[src/rtl/stream_pkg.sv]
// Shared constants and types for FIFO-to-stream adapters.
// Occupancy of the small skid buffer is carried as occ_t.
package stream_pkg;

  localparam int OCC_W     = 2;
  localparam int BUF_DEPTH = 2;

  typedef logic [OCC_W-1:0] occ_t;

  localparam occ_t OCC_EMPTY = occ_t'(0);
  localparam occ_t OCC_ONE   = occ_t'(1);
  localparam occ_t OCC_FULL  = occ_t'(BUF_DEPTH);

endpackage

[src/rtl/fifo_stream_drain.sv]
// Drains a synchronous FIFO pop interface into a registered valid/ready stream.
// A head/tail buffer keeps full throughput without a ready_i -> fifo_pop_o path.
module fifo_stream_drain
  import stream_pkg::*;
#(
  parameter type dtype     = logic [31:0],
  parameter int  CNT_WIDTH = 16
) (
  input  logic                 clk_i,
  input  logic                 rst_i,
  input  logic                 flush_i,
  input  logic                 fifo_empty_i,
  input  dtype                 fifo_data_i,
  output logic                 fifo_pop_o,
  output logic                 valid_o,
  input  logic                 ready_i,
  output dtype                 data_o,
  output occ_t                 occ_o,
  output logic [CNT_WIDTH-1:0] beats_o,
  output logic                 idle_o
);

  dtype                 head_q, head_d;
  dtype                 tail_q, tail_d;
  occ_t                 occ_q, occ_d;
  logic [CNT_WIDTH-1:0] beats_q, beats_d;
  logic                 pop;
  logic                 hs;

  // Pop only depends on local occupancy, never on ready_i.
  assign pop        = !fifo_empty_i && !flush_i && !rst_i && (occ_q < OCC_FULL);
  assign hs         = valid_o && ready_i;

  assign fifo_pop_o = pop;
  assign valid_o    = (occ_q != OCC_EMPTY);
  assign data_o     = head_q;
  assign occ_o      = occ_q;
  assign beats_o    = beats_q;
  assign idle_o     = (occ_q == OCC_EMPTY) && fifo_empty_i;

  always_comb begin
    head_d  = head_q;
    tail_d  = tail_q;
    occ_d   = occ_q;
    beats_d = beats_q + CNT_WIDTH'(hs);
    case (occ_q)
      OCC_EMPTY: begin
        if (pop) begin
          head_d = fifo_data_i;
          occ_d  = OCC_ONE;
        end
      end
      OCC_ONE: begin
        if (pop && !hs) begin
          tail_d = fifo_data_i;
          occ_d  = OCC_FULL;
        end else if (pop && hs) begin
          head_d = fifo_data_i;
        end else if (hs) begin
          occ_d = OCC_EMPTY;
        end
      end
      OCC_FULL: begin
        if (hs) begin
          head_d = tail_q;
          occ_d  = OCC_ONE;
        end
      end
      default: ;
    endcase
  end

  always_ff @(posedge clk_i) begin
    if (rst_i) begin
      head_q  <= '0;
      tail_q  <= '0;
      occ_q   <= OCC_EMPTY;
      beats_q <= '0;
    end else if (flush_i) begin
      // Flush drops buffered entries and any same-cycle handshake; payload regs keep stale data.
      occ_q   <= OCC_EMPTY;
      beats_q <= '0;
    end else begin
      head_q  <= head_d;
      tail_q  <= tail_d;
      occ_q   <= occ_d;
      beats_q <= beats_d;
    end
  end

  assert property (@(posedge clk_i) disable iff (rst_i) occ_q != 2'b11);

endmodule

[config.mk]
export PLATFORM = sky130hd
export DESIGN_NAME = fifo_stream_drain
export DESIGN_NICKNAME = d
export VERILOG_FILES = /design/src/rtl/stream_pkg.sv /design/src/rtl/fifo_stream_drain.sv
export SDC_FILE = /design/constraint.sdc
export NUM_CORES = 1
export LEC_CHECK = 0
export CAP_MARGIN = 15
export CORE_UTILIZATION = 53
export DETAILED_ROUTE_END_ITERATION = 12
export HOLD_SLACK_MARGIN = 0.02
export PLACE_DENSITY = 0.85
export SKIP_LAST_GASP = 1
export SYNTH_ARGS = -nofsm -noshare
export SYNTH_HDL_FRONTEND = slang
export SYNTH_SLANG_ARGS = --single-unit
[constraint.sdc]
create_clock -name clk_i -period 3.4 [get_ports clk_i]
set_input_delay 0.51 -clock clk_i [delete_from_list [all_inputs] [get_ports clk_i]]
set_output_delay 0.51 -clock clk_i [all_outputs]
set_load 0.005 [all_outputs]
==> results.toml, run 1 <==
[clocking]
cts_setup_buffers = 0
cts_sinks = 82
cts_hold_repair.buffers = 0
cts_root_buf = "clkbuf_8"
clk_latency_ps = 340
cts.clk_slew.worst_paths_ps = 80
htreeDepth = 3
cts_resized = 0
cts_tree = "yes"
clock_path_buffers = 2
cts_buffers = 9

[critical_path]
critPathKind = "in -> out"
cp_slowest_stage_delay_ps = 750
startpoint_type = "input pin"
rrSetupSlack_ps = 1170
crit_fanout = 33
cp_cell_sequence = "clkdlybuf4s50_1, or4_4, clkinv_2, clkdlybuf4s50_1"
reg2reg_to = "data_o[21]$_SDFFE_PP0P_"
endpoint = "fifo_pop_o"
critical_path_arrival_ps = 2500
cpMaxStageDelayCell = "or4_4"
cp-startpoint = "flush_i"
cp_common_cell = "clkdlybuf4s50_1"
reg2reg_from = "occ_o[1]$_SDFFE_PP0P_"
end_kind = "primary output"
required_ps = 2890
r2r_cells = 5

[sta]
setup-violations-final = 0
drv_slew = 0
fin_skew_ps = 2.273
max-slew-margin-rel = 0.2507
fin_setup_tns_ps = 0
min_period_over_period = 0.8842
fin_crit_ps = 3006
fmax_ghz = 0.3326
worstMarginPinSlew_ps = 1124
finalHoldViolCount = 0
rsz0062_at_grt = "no"

[cells_and_area]
drive_gt1_frac = 0.1030
area_growth_pct = 28.57
fillers = 525
antennaDiodeCount = 0
nNetsFinal = 502
final_cell_area_um2 = 4808

[floorplanning]
die-height_um = 86
die_w_um = 86
rows = 30
ioPinCount = 90
core_region_area_um2 = 6794
initial_core_util = 0.5505
die_area_um2 = 7396

[yosys]
syn_inst = 397
yosysSeqAreaShare = 0.4389
synth-warning-count = 0
synth_compound_area_frac = 0.2653
synth_mux_area_frac = 0.1017
synth_nets = 436
synth_xor_area_frac = 0.007026
ys_types = 31
ys_seq_elements = 82
syn_area_um2 = 3740
ys.flop_type = "dfxtp_1"
synth_simple_gate_area_frac = 0.1154
async_flop_share = 0
synth-edff-count = 0
syn_area_per_cell_um2 = 9.420
yosys.area_share.adder = 0.006691
synth_top_family_by_area = "compound AO/OA/AOI/OAI gates"

[grt]
grt_pass1_vias = 3235
grt_usage = 0.2582
grt-ovfl-total = 0
grt_max_degree = 71
antenna_found_initial = 0
grt_pass1_wl_um = 15240

[route]
firstDrtPassIters = 4
wl_um = 9433
vias_per_cell = 5.922
wire_per_inst_um = 16.78
antenna_left = 0
vias = 3328
drc = 0
drtIter0Drc = 191

[status]
status = "finished clean"

[job]
maxCapViolations = 0

[hold_path]
hold_path_class = "reg -> reg"

[pwr]
leakage_nw = 1.751
pwr_density_cell_nw_per_um2 = 408.8
vdd_ir_drop_max_uv = 229.5

[placed_design]
dp_hpwl_um = 5846
placement.io_buffers = 89
gp_congestion = 0.8292
placed_cell_area_um2 = 4602
-- cells in the final DEF, fill, tap and decap left out, types with 2 or more instances in the layout --
cell	instances
or4_1	3
buf_4	8
clkinv_2	2
or3_1	8
xnor2_1	2
ha_1	2
and2_1	4
a211oi_1	47
inv_1	3
o21ai_0	37
nand2_1	10
a21oi_1	40
nand4_1	3
nand2b_2	2
nor4_1	4
nor2_1	4
dfxtp_1	82
a211oi_2	17
clkdlybuf4s50_1	88
nand3_1	37
o31ai_1	3
bufinv_16	2
mux2i_1	38
clkbuf_8	10
or2_2	2
-- cell usage after synthesis, types with 3 or more instances --
cell	n	area share
o31ai_1	3	0.0060
and2_1	4	0.0067
nand3_1	37	0.050
buf_4	6	0.012
or4_1	3	0.0060
buf_8	3	0.012
a211oi_1	47	0.094
buf_2	10	0.013
a21oi_1	40	0.054
a211oi_2	17	0.057
nand4_1	3	0.0050
dfxtp_1	82	0.44
or3_1	8	0.013
nand2_1	10	0.010
inv_1	3	0.0030
clkbuf_1	23	0.023
nor2_1	4	0.0040
nor4_1	4	0.0067
mux2i_1	38	0.10
o21ai_0	37	0.050
-- report_power, final --
group | internal [W] | switching [W] | total [W] | leakage, nW
sequential | 0.000982 | 0.0000149 | 0.000997 | 0.665
combinational | 0.000115 | 0.000103 | 0.000218 | 0.981
clock | 0.000425 | 0.000326 | 0.000751 | 0.105
total | 0.00152 | 0.000444 | 0.00197 | 1.75
-- routing by layer --
layer	track usage	part of all wire	vias to the layer above
met4	0.08788	0.0080	0
li1	-	-	1616
met5	0	0	-
met3	0.05005	0.048	8
met1	0.3444	0.46	1609
met2	0.4185	0.48	95
-- worst min path at each step --
| stage | start | endpoint | slack (ps) | depth (start not counted) |
|---|---|---|---|---|
| 3_5_place_dp | tail_q[6]$_SDFFE_PP0P_ | tail_q[6]$_SDFFE_PP0P_ | 470 | 2 |
| 4_1_cts | tail_q[6]$_SDFFE_PP0P_ | tail_q[6]$_SDFFE_PP0P_ | 480 | 2 |
| 6_report | tail_q[13]$_SDFFE_PP0P_ | tail_q[13]$_SDFFE_PP0P_ | 480 | 2 |
| 2_1_floorplan | tail_q[0]$_SDFFE_PP0P_ | tail_q[0]$_SDFFE_PP0P_ | 450 | 2 |
| 5_1_grt | tail_q[6]$_SDFFE_PP0P_ | tail_q[6]$_SDFFE_PP0P_ | 500 | 2 |
| 3_3_place_gp | tail_q[10]$_SDFFE_PP0P_ | tail_q[10]$_SDFFE_PP0P_ | 460 | 2 |
-- final cells by class --
class | instances | area, um^2 | share of cell area
inverters | 4 | 16.27 | 0.003383
multi-input cells | 269 | 1878 | 0.3906
repair buffers | 97 | 945.9 | 0.1967
flip-flops and latches | 82 | 1642 | 0.3414
clock buffers | 11 | 141.4 | 0.02940
well taps | 96 | 120.1 | 0.02498
clock inverters | 3 | 65.06 | 0.01353
-- kinds of logic after synthesis --
kind of cell    Yosys count
xor+xnor                  3
simple gates             80
compound gates          146
mux                      38
flops                    82
buf+inv                  46
fa+ha+maj                 2
-- state kept, by name, summed over array words and instances, names as in the netlist --
| signal | count |
|---|---|
| beats_o | 16 |
| data_o | 32 |
| occ_o | 2 |
| tail_q | 32 |
-- stage by stage --
stage                 util  hold slack, ps  power (W)  setup slack [ps]  cells
floorplan                -           453.2   0.001121              1492    397
global placement    0.6773           459.3   0.001229             466.4    548
detailed placement  0.6773           467.7   0.001235             447.2    548
CTS                 0.7077           479.1   0.001976             417.7    562
global route        0.7077           496.1   0.002031             353.4    562
finish              0.7077           480.1   0.001966             393.7    562
-- critical path: cells and delay by family --
family | cells | cell delay, ps
buf+inv | 3 | 1230
simple gates | 1 | 750
Power figures use the tool's default switching activity.
==> run 2, diff against run 1 <==
--- a/config.mk
+++ b/config.mk
@@ -7,6 +7,7 @@
 export LEC_CHECK = 0
 export CAP_MARGIN = 15
 export CORE_UTILIZATION = 53
+export CTS_CLUSTER_SIZE = 14
 export DETAILED_ROUTE_END_ITERATION = 12
 export HOLD_SLACK_MARGIN = 0.02
 export PLACE_DENSITY = 0.85
==> results of run 2 <==
Same layout as run 1: the final DEF is identical, and so are final timing and power.
